===== src/rtl/div_hilo_ctrl.sv =====
// rtl/div_hilo_ctrl.sv - EX-stage divide launcher and HI/LO register owner
module div_hilo_ctrl #(
    parameter int           W        = 32,
    parameter logic [W-1:0] HILO_RST = '0
) (
    input  logic           clk,
    input  logic           rst,
    input  logic           ex_div_req,
    input  logic           ex_div_sign,
    input  logic [W-1:0]   ex_a,
    input  logic [W-1:0]   ex_b,
    input  logic           ex_mthi,
    input  logic           ex_mtlo,
    input  logic [W-1:0]   ex_wdata,
    input  logic           flush,
    output logic           div_valid,
    output logic           div_sign,
    output logic [W-1:0]   div_a,
    output logic [W-1:0]   div_b,
    input  logic           div_busy,
    input  logic [2*W-1:0] div_result,
    output logic           stall_o,
    output logic [W-1:0]   hi_o,
    output logic [W-1:0]   lo_o
);

    typedef enum logic [2:0] {
        S_IDLE,
        S_ISSUE,
        S_WAIT,
        S_DONE,
        S_DRAIN
    } state_t;

    state_t state;
    logic   cancel;
    // div_busy is not yet valid in the cycle right after the start pulse was sampled
    logic   seen_busy;
    logic   launch;

    assign launch = ex_div_req && !flush && (ex_b != '0);

    always_comb begin
        stall_o = 1'b0;
        case (state)
            S_IDLE:  stall_o = launch;
            S_ISSUE: stall_o = 1'b1;
            S_WAIT:  stall_o = 1'b1;
            S_DONE:  stall_o = 1'b0;
            S_DRAIN: stall_o = ex_div_req;
            default: stall_o = 1'b0;
        endcase
    end

    always_ff @(posedge clk) begin
        if (rst) begin
            state     <= S_IDLE;
            div_valid <= 1'b0;
            div_sign  <= 1'b0;
            div_a     <= '0;
            div_b     <= '0;
            cancel    <= 1'b0;
            seen_busy <= 1'b0;
            hi_o      <= HILO_RST;
            lo_o      <= HILO_RST;
        end else begin
            div_valid <= 1'b0;
            case (state)
                S_IDLE: begin
                    if (launch) begin
                        div_sign  <= ex_div_sign;
                        div_a     <= ex_a;
                        div_b     <= ex_b;
                        div_valid <= 1'b1;
                        state     <= S_ISSUE;
                    end
                    if (!flush) begin
                        if (ex_mthi) hi_o <= ex_wdata;
                        if (ex_mtlo) lo_o <= ex_wdata;
                    end
                end
                S_ISSUE: begin
                    seen_busy <= 1'b0;
                    if (flush) begin
                        cancel <= 1'b1;
                        state  <= S_DRAIN;
                    end else begin
                        state  <= S_WAIT;
                    end
                end
                S_WAIT: begin
                    if (flush) begin
                        // one WAIT cycle has already elapsed, so busy is trustworthy in DRAIN
                        cancel    <= 1'b1;
                        seen_busy <= 1'b1;
                        state     <= S_DRAIN;
                    end else if (seen_busy && !div_busy) begin
                        if (!cancel) begin
                            hi_o <= div_result[2*W-1:W];
                            lo_o <= div_result[W-1:0];
                        end
                        state <= S_DONE;
                    end else begin
                        seen_busy <= 1'b1;
                    end
                end
                S_DONE: begin
                    if (!flush) begin
                        if (ex_mthi) hi_o <= ex_wdata;
                        if (ex_mtlo) lo_o <= ex_wdata;
                    end
                    state <= S_IDLE;
                end
                S_DRAIN: begin
                    if (seen_busy && !div_busy) begin
                        cancel <= 1'b0;
                        state  <= S_IDLE;
                    end else begin
                        seen_busy <= 1'b1;
                    end
                end
                default: state <= S_IDLE;
            endcase
        end
    end

endmodule


===== config.mk =====
export PLATFORM = sky130hd
export DESIGN_NAME = div_hilo_ctrl
export DESIGN_NICKNAME = d
export VERILOG_FILES = /design/src/rtl/div_hilo_ctrl.sv
export SDC_FILE = /design/constraint.sdc
export NUM_CORES = 1
export LEC_CHECK = 0
export BUFFER_PORTS_ARGS = -buffer_cell sky130_fd_sc_hd__clkbuf_2
export CAP_MARGIN = 10
export CORE_MARGIN = 1.5
export CORE_UTILIZATION = 35
export CTS_BUF_LIST = sky130_fd_sc_hd__clkbuf_16
export DETAILED_ROUTE_END_ITERATION = 6
export PLACE_DENSITY_LB_ADDON = 0.08
export SLEW_MARGIN = 30
export SYNTH_ARGS = -nofsm -noshare
export SYNTH_HDL_FRONTEND = slang
export SYNTH_SLANG_ARGS = --single-unit

===== constraint.sdc =====
create_clock -name clk -period 2.4 [get_ports clk]
set_clock_uncertainty 0.05 [all_clocks]
set_input_delay 0.48 -clock clk [delete_from_list [all_inputs] [get_ports clk]]
set_output_delay 0.48 -clock clk [all_outputs]
set_load 0.005 [all_outputs]

### Word level (Yosys, flattened, before mapping)

Cells that the tools add are included.

* word-level logic and storage cells: 68
* input port bits: 168
* register bits after elaboration: 135

* eq/ne operators: 14
* bitwise logic cells: 1
* mux-type cells: 26
* reduce and logical (&&, ||, !) cells: 18

Operator list (count)
* $mux W32: 10
* $pmux W32 S2: 2
* $reduce_bool A32 Y1: 1
* $mux W3: 5
* $ne A2 B2 Y1 const B: 6
* $pmux W3 S4: 1
* $reduce_and A6 Y1: 2
* $eq A3 B2 Y1 const B: 2
* $ne A2 B1 Y1 const B: 3
* $pmux W1 S3: 2
* $reduce_and A3 Y1: 2
* $reduce_or A2 Y1: 3
* $mux W1: 5
* $reduce_bool A2 Y1: 2
* $eq A3 B1 Y1 const B: 1
* $eq A3 B3 Y1 const B: 1
* $logic_and A1 B1 Y1: 3
* $logic_not A3 Y1: 1
* $ne A3 B3 Y1 const B: 1
* $reduce_bool A3 Y1: 1
* $logic_not A1 Y1: 2
* $pmux W1 S2: 1
* $reduce_and A2 Y1: 1
* $not A1 Y1: 1

### Longest topological paths before layout

Gate-level depths: netlist of run 1.

* word-level depth: 5
* depth in mapped cells: 7
* depth with buffers taken out: 4

### Worst setup path before layout of run 1

Ideal clock, no wire load.

* kind: register -> output
* from: register state[0]
* to: output stall_o
* data arrival time: 1.289 ns
* cell stages (with the launch flop): 7
* path slack: 0.581 ns
* path buffers: 2
* path through: dfxtp_1 -> xor2_1 -> or2_1 -> buf_4 -> buf_2 -> nand2_1 -> o31ai_1

* longest elaborated chain between the ends: 3
* elaborated cells on any way between the ends: 6

Ends and longest elaborated chain
* from (decl): line 35 `state_t state;`
* from (signal assigned): line 57 `state <= S_IDLE;`
* from (signal assigned): line 75 `state <= S_ISSUE;`
* from (signal assigned): line 86 `state <= S_DRAIN;`
* $eq A3 B2 Y1 / $eq A3 B1 Y1 (equally long branches): line 45 `case (state)`
* $reduce_or A2 Y1 (no source line)
* $pmux W1 S3 (*): line 45
* to (decl): line 22 `output logic stall_o,`

Mark *: on every way between the ends. The rest lies on a longest branch, timed or not.

### Worst setup path in the final report of run 1

Same ends and word-level chain as after synthesis.

==> results of run 1 <==
[layout by cell type, fill, tap and decap left out, types with 3 or more instances in the layout]
master	n
sky130_fd_sc_hd__clkbuf_2	297
sky130_fd_sc_hd__dfxtp_1	135
sky130_fd_sc_hd__nand2b_1	131
sky130_fd_sc_hd__nor2_1	71
sky130_fd_sc_hd__a211oi_1	65
sky130_fd_sc_hd__nor3_1	65
sky130_fd_sc_hd__mux2i_1	65
sky130_fd_sc_hd__nor3b_1	33
sky130_fd_sc_hd__clkbuf_16	17
sky130_fd_sc_hd__buf_12	13
sky130_fd_sc_hd__buf_4	12
sky130_fd_sc_hd__nor4_1	8
sky130_fd_sc_hd__bufinv_16	6
sky130_fd_sc_hd__nand2_1	3
sky130_fd_sc_hd__nor2b_1	3
sky130_fd_sc_hd__inv_1	3
sky130_fd_sc_hd__clkinv_4	3
[stage by stage]
stage               total power, uW  cell area, sq um  hold WS, ns
global route                   6690              8630        0.248
global placement               3540              7950        0.413
floorplan                      3050              6060        0.418
finish                         6390              8630        0.251
detailed placement             3540              7950        0.416
CTS                            6480              8610        0.234
[path summary, 6_finish.rpt]
check                                             from                     end  slack (ns)  cells past startpoint
worst max register to register   state[1]$_SDFFE_PP0P_   hi_o[17]$_SDFFE_PP0P_        0.42                      6
worst max-delay path             state[0]$_SDFFE_PP0P_                 stall_o        0.11                      4
worst min-delay path                          ex_a[27]  div_a[27]$_SDFFE_PP0P_        0.25                      3
worst min register to register  div_a[20]$_SDFFE_PP0P_  div_a[20]$_SDFFE_PP0P_        0.42                      2
[worst min-delay path, delay by kind of cell]
kind | cells | cell delay, ns
buffers and inverters | 1 | 0.08
muxes | 1 | 0.05
and+or+nand+nor | 1 | 0.05
[state kept, by name, indices dropped and copies added (netlist names)]
register,cells
div_a,32
div_sign,1
div_valid,1
hi_o,32
div_b,32
cancel,1
lo_o,32
seen_busy,1
state,3
[cell type report]
type                    count  area, sq um  area share [%]
clock buffers              17          425            4.93
clock inverters            14          233            2.70
inverters                   1         3.75          0.0435
multi-input cells         467         3140            36.4
flip-flops and latches    135         2700            31.3
well taps                 220          275            3.19
repair buffers            323         1850            21.4
[power by group through the flow]
stage / Combinational, uW / Sequential (uW) / Clock [uW]
6_report: 1000 / 2490 / 2900
5_1_grt: 1110 / 2510 / 3070
4_1_cts: 1010 / 2490 / 2980
3_5_place_dp: 1010 / 2540 / 0
3_3_place_gp: 1010 / 2530 / 0
2_1_floorplan: 512 / 2540 / 0
[per-layer routing]
metal / routed length [microns] / share of wire (%) / vias to the layer above / GRT usage [%]
met4: 189 / 1.1 / 0 / 5.26
met3: 1440 / 8.1 / 14 / 6.83
met5: 0 / 0 / - / 0
met1: 7720 / 43 / 2553 / 24.3
met2: 8460 / 47 / 192 / 32.5
li1: - / - / 2890 / -
[logic make-up after synthesis]
| family | count (synthesis) |
|---|---|
| and+or+nand+nor | 323 |
| DFF | 135 |
| AOI/OAI and AO/OA | 78 |
| muxes | 65 |
| buffers and inverters | 58 |
| xor gates and xnor gates | 1 |
==> run summary, run 1 <==
Across all layers, the routed design uses 5649 vias. In the final routed layout, each cell accounts on average for 15.1 microns. CTS placed an instance of sky130_fd_sc_hd__clkbuf_16 at the clock tree root.

The average cell area after synthesis came out at 9.18 sq um. The tightest min-delay check is of the in -> reg type. The total of max-cap violations came out at 0. The H-tree was split into 4 levels.

The share of the clock period used by the worst path after layout came out at 95.4%. The post-CTS setup-driven buffer insertion count is 0. The critical path is of the reg -> out type. The maximum single-stage delay on the critical path came out at 0.42 ns.

STA classifies the critical path endpoint as a primary output. From synthesis to final layout, the design area changed by 42.3%. For the final routed database, the setup TNS stands at 0 ns.

The combinational family with the most area after synthesis is simple AND/OR/NAND/NOR gates. After clock tree synthesis, the flow added hold-fix buffers numbering 0. The total congestion overflow is 0.

The number of nets in the final layout is 1113. The global-route usage over all layers is 19.6%. The net count of the mapped netlist is 828. The number of iterations in the first detailed-routing pass is 4. By instance count, the leading cell after synthesis is sky130_fd_sc_hd__dfxtp_1.

The die covers 18100 sq um. The worst path required time came out at 1.87 ns. The global placer's final weighted congestion is 0.805. The via count of the first global-routing pass came out at 5391.

For this design, the slowest cell found on the critical path is sky130_fd_sc_hd__or3b_4. The setup violation total in the final timing report is 0. The net switching power came out at 1550 uW. The finished layout holds 1177 standard cells, fillers aside.

The number of synthesized flops with an enable pin came out at 0. The buffer and inverter count on the worst path is 2. Summed over its instances, the top area cell type makes up 44.6% of the synthesized netlist area. In the final layout, the share of cells above drive strength 1 is 37.9%. The synthesized netlist devotes 0% of its cell area to adder and majority cells.

The detail-routed via count per cell is 4.80. The highest clock frequency the design can meet came out at 0.437 GHz. The layout has 1624 filler cells. The starting density of the core is 36.2%. The commonest cells after synthesis are sky130_fd_sc_hd__dfxtp_1, sky130_fd_sc_hd__nand2b_1, sky130_fd_sc_hd__nor2_1. The number of sinks driven by the clock tree came out at 135. The total area inside the core boundary comes to 16800 sq um.

The pre-CTS setup slack came out at 0.0434 ns. The simple-gate area share of the yosys netlist is 29.9%. The portion of total power attributed to the clock network came out at 45.4%. The number of register bits inferred by synthesis is 135.

Clock tree synthesis inserted a total of 17 buffers. The final max-slew violation count came to 0. Headroom to the max-slew limit came out at 53.3%. The final standard cell utilization of the core is 51.5%.

The count of endpoints failing hold in the final timing report came to 0. The count of port buffers added during placement is 298. The worst path setup slack after routing is 0.111 ns. The run finished with clean final reports. The largest net degree at the start of global routing came out at 70. The x dimension of the die is 135 microns. The total standard cell area after synthesis came out at 6060 sq um. The design internal power is 4840 uW.

The placed wire-length estimate is 13.4 mm. After synthesis, the netlist uses 34 different library cells. The vertical die dimension came out at 135 microns. Of the total power, the share spent switching nets is 24.3%. The row count is 47.

After Yosys synthesis, XOR and XNOR cells account for 0.145% of the synthesized area. In this run the remaining antenna-violating nets after routing total 0. The primary flip-flop cell chosen by synthesis mapping is sky130_fd_sc_hd__dfxtp_1.

For the finished layout, the period the worst path requires is 2.29 ns. The clock latency at the later pin of the worst-skew pair is 0.41 ns. The critical path goes through buf_6 > or3b_4 > o31ai_2 > clkbuf_2. After synthesis, the cell types taking the most area are sky130_fd_sc_hd__dfxtp_1, sky130_fd_sc_hd__nand2b_1, sky130_fd_sc_hd__mux2i_1, sky130_fd_sc_hd__a211oi_1, sky130_fd_sc_hd__nor3_1. The synthesized instance count came out at 660. The number of instances resized during post-cts repair is 0. The synthesized design spends more area on one cell type than any other, namely sky130_fd_sc_hd__dfxtp_1. The clock-pin slew of the registers on the worst-case setup and hold paths came out at 0.06 ns. The repair_antennas step left the layout with diodes totalling 0. The yosys synthesis warning count came out at 0. The proportion of power drawn by flip-flops and latches is 38.9%. TritonCTS built the clock tree. The analysis attributes to cell leakage a power of 0.00407 uW. The sequential cell area fraction in the yosys report is 44.6%. The fraction of the mapped netlist area in compound gates came out at 9.97%. The DRC violations left is 0. The combinational cell fraction of total power came out at 15.7%. The detailed router finished its first iteration with 207 violations. Grouping stages by cell kind, the critical path spends the most delay in simple AND/OR/NAND/NOR gates. The first global-routing pass estimated 28.0 mm of wire. Setup repair after global routing left no endpoint under its margin. The power per cell area is 741 nW/um^2. The startpoint type of the worst setup path is a register.

The instance count after placement with tap cells included came out at 1146. Along the worst path, the maximum fanout reaches 11. The total detailed-routing wirelength came out at 17.8 mm.

Multiplexer cells account for 10.7% of the synthesized area. The peak ir drop on the vdd network came out at 0.511 mV. The transition time of the tightest slew-check pin is 0.699 ns. The signal arrival time at the worst endpoint is 1.76 ns. The post-synthesis async set-or-reset flop share came out at 0%. For this design the top-level I/O count stands at 299.

The number of antenna violations at the first check in global routing came to 0. The number of buffers between clock root and the deepest sink came out at 2.
(Power assumes the default switching activity.)
==> run 2: changes to the inputs <==
Settings changed: SETUP_SLACK_MARGIN set to 0.2.
==> run summary, run 2 (same netlist as run 1, synthesis figures left out) <==
The flow ran to the end, and the final reports show no timing, DRC or antenna violations. The transition time of the tightest slew-check pin is 0.689 ns. The count of port buffers added during placement came out at 298.

The clock latency at the later pin of the worst-skew pair came out at 0.41 ns. 0 antenna diodes ended up in the layout. The buffer and inverter count on the worst path is 2. Leaving out fill and tap cells, the most frequent cell in the layout is sky130_fd_sc_hd__clkbuf_2. The worst setup path is launched from a register. In this run the power spent charging and discharging nets is 1550 uW. The count of endpoints failing hold in the final timing report is 0. The count of boundary I/O pins is 299. The clock-pin slew of the registers on the worst-case setup and hold paths is 0.06 ns.

The total congestion overflow is 0. The portion of total power attributed to the clock network is 45.4%. The share of the clock period used by the worst path after layout came out at 90.6%. The final max-slew violation count is 0. The total of max-cap violations is 0.

The combinational cell fraction of total power came out at 15.8%. The detailed-route via count is 5672. Setup repair after global routing could not meet its margin everywhere. The number of sinks driven by the clock tree is 135. The DRC violations left is 0. The highest clock frequency the design can meet came out at 0.460 GHz.

The cell at the root of the clock tree is sky130_fd_sc_hd__clkbuf_16. The placeable core region came out at 16800 sq um. The global-route usage over all layers came out at 19.7%. The fraction of final layout cells with drive strength greater than 1 is 38.6%. The detail-routed via count per cell came out at 4.81. The number of iterations in the first detailed-routing pass is 4. The type of the worst setup path is reg -> out. The clock passes through at most 2 buffers. The worst-path cell with the longest stage delay is sky130_fd_sc_hd__or3b_4. In the post-route analysis, the smallest setup slack over all paths is 0.227 ns.

The cell family contributing the most delay on the critical path is simple AND/OR/NAND/NOR gates. In the final routed layout, each cell accounts on average for 15.1 microns. STA classifies the critical path endpoint as a primary output. The row count is 47. The placed wire-length estimate came out at 13.4 mm.

The vertical die dimension came out at 135 microns. In this design, the stage delay of the slowest critical-path cell is 0.41 ns. The type of the most critical hold path is in -> reg.

The pre-CTS setup slack came out at 0.0434 ns. The highest fanout seen on the critical path came out at 3. The number of antenna violations at the first check in global routing is 0. The largest net degree at the start of global routing came out at 70. The number of hold buffers added after cts came out at 0.

The H-tree was split into 4 levels. Internal power comes to 4840 uW. The sum of negative setup slack is 0 ns. For the worst setup path, the data arrival time is 1.64 ns. The number of buffers inserted during clock tree synthesis is 17. After detailed routing, the total wire length is 17.8 mm. For this configuration, the core starts out at a cell density of 36.2%.

The power per cell area is 737 nW/um^2. The final standard cell utilization of the core came out at 51.8%. The minimum clock period came out at 2.17 ns. The cell leakage power came out at 0.00409 uW. The number of nets in the final layout is 1116.

The proportion of power drawn by flip-flops and latches came out at 38.9%. The DRC marker count from the first detailed-route iteration came out at 214. The signal on the critical path passes through buf_8 > or3b_4 > nand2_2 > nand2_2 > o31ai_2 > buf_2. The library cells used most frequently in the layout, excluding fill and tap cells, are sky130_fd_sc_hd__clkbuf_2, sky130_fd_sc_hd__dfxtp_1, sky130_fd_sc_hd__nand2b_1. The worst pin sits at a relative slew slack of 53.9%.

The worst path required time is 1.87 ns. The number of routed nets with antenna violations came out at 0. The area growth from synthesis to layout came out at 43.1%. The peak ir drop on the vdd network is 0.507 mV.

The via count of the first global-routing pass is 5404. Measured along the x axis, the die boundary spans 135 microns. Routability-driven placement finished with a final weighted congestion of 0.805. The most numerous cell type found on the critical path is sky130_fd_sc_hd__nand2_2. The die covers 18100 sq um. The first global-routing pass estimated 28.0 mm of wire. TritonCTS built the clock tree. The fraction of power spent switching nets is 24.3%. The setup violation total in the final timing report came out at 0.
## run 2: cell types whose count changed in the layout (fill, tap and decap cells not counted), moves of 2 or more
cell	delta
sky130_fd_sc_hd__nand2_2	+2
sky130_fd_sc_hd__dfxtp_1	-2
sky130_fd_sc_hd__buf_4	+3
sky130_fd_sc_hd__nand2_1	-2
## run 2: tightest hold or removal path, stage by stage
cell and delay, ns:
sky130_fd_sc_hd__clkbuf_2 0.08, sky130_fd_sc_hd__nand2b_1 0.05, sky130_fd_sc_hd__mux2i_1 0.05
## run 2: per-layer routing
| layer | up-vias | routed length (microns) | GRT usage [%] |
|---|---|---|---|
| li1 | 2895 | - | - |
| met1 | 2584 | 7770 | 24.4 |
| met2 | 179 | 8510 | 32.6 |
| met3 | 14 | 1340 | 6.83 |
| met4 | 0 | 189 | 5.26 |
| met5 | - | 0 | 0 |
## run 2: cell type report
cell class,instances,area (sq um)
fill,1619,8090
multi-input combinational,467,3150
sequential,135,2710
timing repair buffer,326,1870
clock buffer,17,425
tap,220,275
clock inverter,14,233
inverter,1,3.75
## run 2: final timing paths
kind	from	to	slack (ns)	depth (start not counted)
worst max-delay path	state[0]$_SDFFE_PP0P_	stall_o	0.23	6
worst min-delay path	ex_a[27]	div_a[27]$_SDFFE_PP0P_	0.25	3
worst min register to register	div_a[20]$_SDFFE_PP0P_	div_a[20]$_SDFFE_PP0P_	0.42	2
worst max register to register	state[0]$_SDFFE_PP0P_	div_a[18]$_SDFFE_PP0P_	0.47	8
## run 2: per-stage QoR
stage	hold WS [ns]	cell area (sq um)	cells	total power, uW
after global placement	0.413	7950	1146	3540
after global routing	0.248	8670	1180	6700
after CTS	0.234	8660	1179	6490
after detailed placement	0.416	7950	1146	3540
after floorplan	0.418	6060	660	3050
final	0.251	8670	1180	6400
## run 2: power by group through the flow
stage	logic, uW	registers, uW	clock network (uW)
2_1_floorplan	512	2540	0
6_report	1010	2490	2900
3_5_place_dp	1010	2540	0
5_1_grt	1120	2510	3070
4_1_cts	1020	2490	2980
3_3_place_gp	1010	2530	0
## run 2: timing repair
action / in CTS / in global routing
gates resized for setup: 9 / 4
setup endpoints to repair: 1 / 1
gates cloned: 0 / 0
pin swaps: 3 / 4
setup buffers: 2 / 1
==> run 3: changes to the inputs <==
Clock period 2.4 ns to 2.2 ns, I/O delays scaled along.
==> run summary, run 3 (same netlist as run 1, synthesis figures left out) <==
The setup path with the least slack is of type reg -> out. The starting density of the core came out at 36.2%. The placeable core region came out at 16800 sq um. The transition time of the tightest slew-check pin is 0.480 ns. The global placer's final weighted congestion is 0.785. The number of buffers and inverters on the critical path is 1. IR analysis of the VDD net gives a maximum drop of 0.558 mV. The power per cell area came out at 795 nW/um^2. The total of max-cap violations is 0.

The worst path required time came out at 1.71 ns. The highest clock frequency the design can meet came out at 0.485 GHz. The number of inserted filler cells in the final layout is 1666. The total congestion overflow is 0.

The clock-pin slew of the registers on the worst-case setup and hold paths came out at 0.06 ns. The detailed-route via count came out at 5652. The worst hold path belongs to the class in -> reg. The minimum clock period came out at 2.06 ns.

The number of sinks driven by the clock tree is 135. The run finished with clean final reports. The slowest stage of the critical path belongs to the cell sky130_fd_sc_hd__or3b_4.

The cell family contributing the most delay on the critical path is simple AND/OR/NAND/NOR gates. STA classifies the critical path startpoint as a register. The via count of the first global-routing pass is 5374.

The number of buffers between clock root and the deepest sink came out at 2. The highest fanout seen on the critical path is 4. The count of H-tree levels built during CTS is 4. The area growth from synthesis to layout came out at 42.9%. For this run, design rule violations remaining after detail routing come to 0.

The number of buffers inserted during clock tree synthesis came out at 17. The count of boundary I/O pins came out at 299. STA puts the critical path data arrival time at 1.57 ns. The fraction of final layout cells with drive strength greater than 1 came out at 38.7%.

The first-pass GRT wire length is 28.5 mm. The global-route usage over all layers came out at 20.1%. The count of buffers added on input and output ports is 298. The number of nets in the final layout came out at 1117.

The detail-routed via count per cell came out at 4.79. The nature of the critical path endpoint is a primary output. The number of hold buffers added after cts is 0.

The count of endpoints failing hold in the final timing report was 0. The antenna cell count is 0. The final standard cell utilization of the core came out at 51.7%.

The library cells used most frequently in the layout, excluding fill and tap cells, are sky130_fd_sc_hd__clkbuf_2, sky130_fd_sc_hd__dfxtp_1, sky130_fd_sc_hd__nand2b_1. The placed wire-length estimate is 13.2 mm. The cell leakage power came out at 0.00408 uW.

The maximum single-stage delay on the critical path is 0.42 ns. The worst pin sits at a relative slew slack of 68.0%. The setup violation total in the final timing report is 0. The row count is 47. Once detail routing completed, the nets flagged for antenna violations numbered 0. The final max-slew violation count came to 0. Setup repair after global routing could not meet its margin everywhere. The clock latency at the later pin of the worst-skew pair came out at 0.41 ns. The number of antenna violations at the first check in global routing came to 0. The cell at the root of the clock tree is sky130_fd_sc_hd__clkbuf_16. The vertical die dimension is 135 microns. The routed wire length per instance is 15.5 microns. The share of the clock period used by the worst path after layout came out at 93.7%.

The total power draw is 6890 uW. The signal on the critical path passes through or3b_4 > o31ai_2 > buf_2. The largest net degree at the start of global routing came out at 62. The x dimension of the die came out at 135 microns.

The die covers 18100 sq um. The number of iterations in the first detailed-routing pass came out at 4. The final layout contains routed wiring with a total length of 18.3 mm. The library cell used most frequently in the layout, excluding fill and tap cells, is sky130_fd_sc_hd__clkbuf_2. The DRC marker count from the first detailed-route iteration came out at 166. The TritonCTS clock tree is done.
==> run 3: cell count changes in the layout (fill, tap and decap cells not counted), sizes merged <==
cell and delta:
bufinv -1, clkbuf -1, clkinv +2, bufbuf +2, inv -1
==> run 3: worst paths after layout <==
check,start,to,slack [ns],cells past startpoint
worst max register to register,state[1]$_SDFFE_PP0P_,hi_o[17]$_SDFFE_PP0P_,0.36,6
worst min register to register,div_a[27]$_SDFFE_PP0P_,div_a[27]$_SDFFE_PP0P_,0.42,2
worst max-delay path,state[0]$_SDFFE_PP0P_,stall_o,0.14,3
worst min-delay path,ex_a[18],div_a[18]$_SDFFE_PP0P_,0.21,3
==> run 3: what timing repair did <==
| action | in CTS | in global routing |
|---|---|---|
| pin swaps | 5 | 5 |
| buffers inserted | 6 | 0 |
| endpoints found under the hold margin | 0 | 0 |
| gates resized for setup | 12 | 6 |
| endpoints found under the setup margin | 1 | 7 |
| gates cloned | 2 | 0 |
==> run 3: worst register-to-register path, cell delays in order (launching register included) <==
cell and delay (ns):
sky130_fd_sc_hd__dfxtp_4 0.37, sky130_fd_sc_hd__buf_4 0.15, sky130_fd_sc_hd__and4bb_1 0.27, sky130_fd_sc_hd__o311ai_4 0.43, sky130_fd_sc_hd__buf_6 0.27, sky130_fd_sc_hd__a211oi_1 0.10, sky130_fd_sc_hd__nor3_1 0.14
==> run 3: stage by stage <==
step	cells	hold WS [ns]	cell area, sq um	setup TNS, ns	setup slack (ns)
6_report	1181	0.212	8660	0	0.139
5_1_grt	1181	0.200	8660	0	0.0993
3_3_place_gp	1142	0.409	7860	-1.41	-0.0507
4_1_cts	1181	0.192	8640	0	0.126
2_1_floorplan	660	0.418	6060	0	0.421
3_5_place_dp	1142	0.415	7860	-2.28	-0.0743
==> run 3: area by class of cell <==
class	count	area [sq um]	share of cell area [%]
multi-input cells	467	3160	36.5
flip-flops and latches	135	2710	31.3
repair buffers	327	1880	21.7
clock buffers	17	425	4.91
well taps	220	275	3.18
clock inverters	14	210	2.43
inverters	1	3.75	0.0433
==> run 3: metal layers <==
layer | up-vias | wire length, microns | global-route usage (%)
li1 | 2887 | - | -
met1 | 2551 | 7910 | 24.5
met2 | 190 | 8780 | 33.6
met3 | 24 | 1360 | 6.16
met4 | 0 | 267 | 6.87
met5 | - | 0 | 0
==> run 3: where the power goes <==
part | internal [uW] | switching (uW) | leakage [uW] | total (uW)
Clock | 2000 | 1060 | 0.000317 | 3060
Combinational | 561 | 557 | 0.00266 | 1120
Sequential | 2620 | 91.0 | 0.00111 | 2710
Total | 5180 | 1710 | 0.00408 | 6890
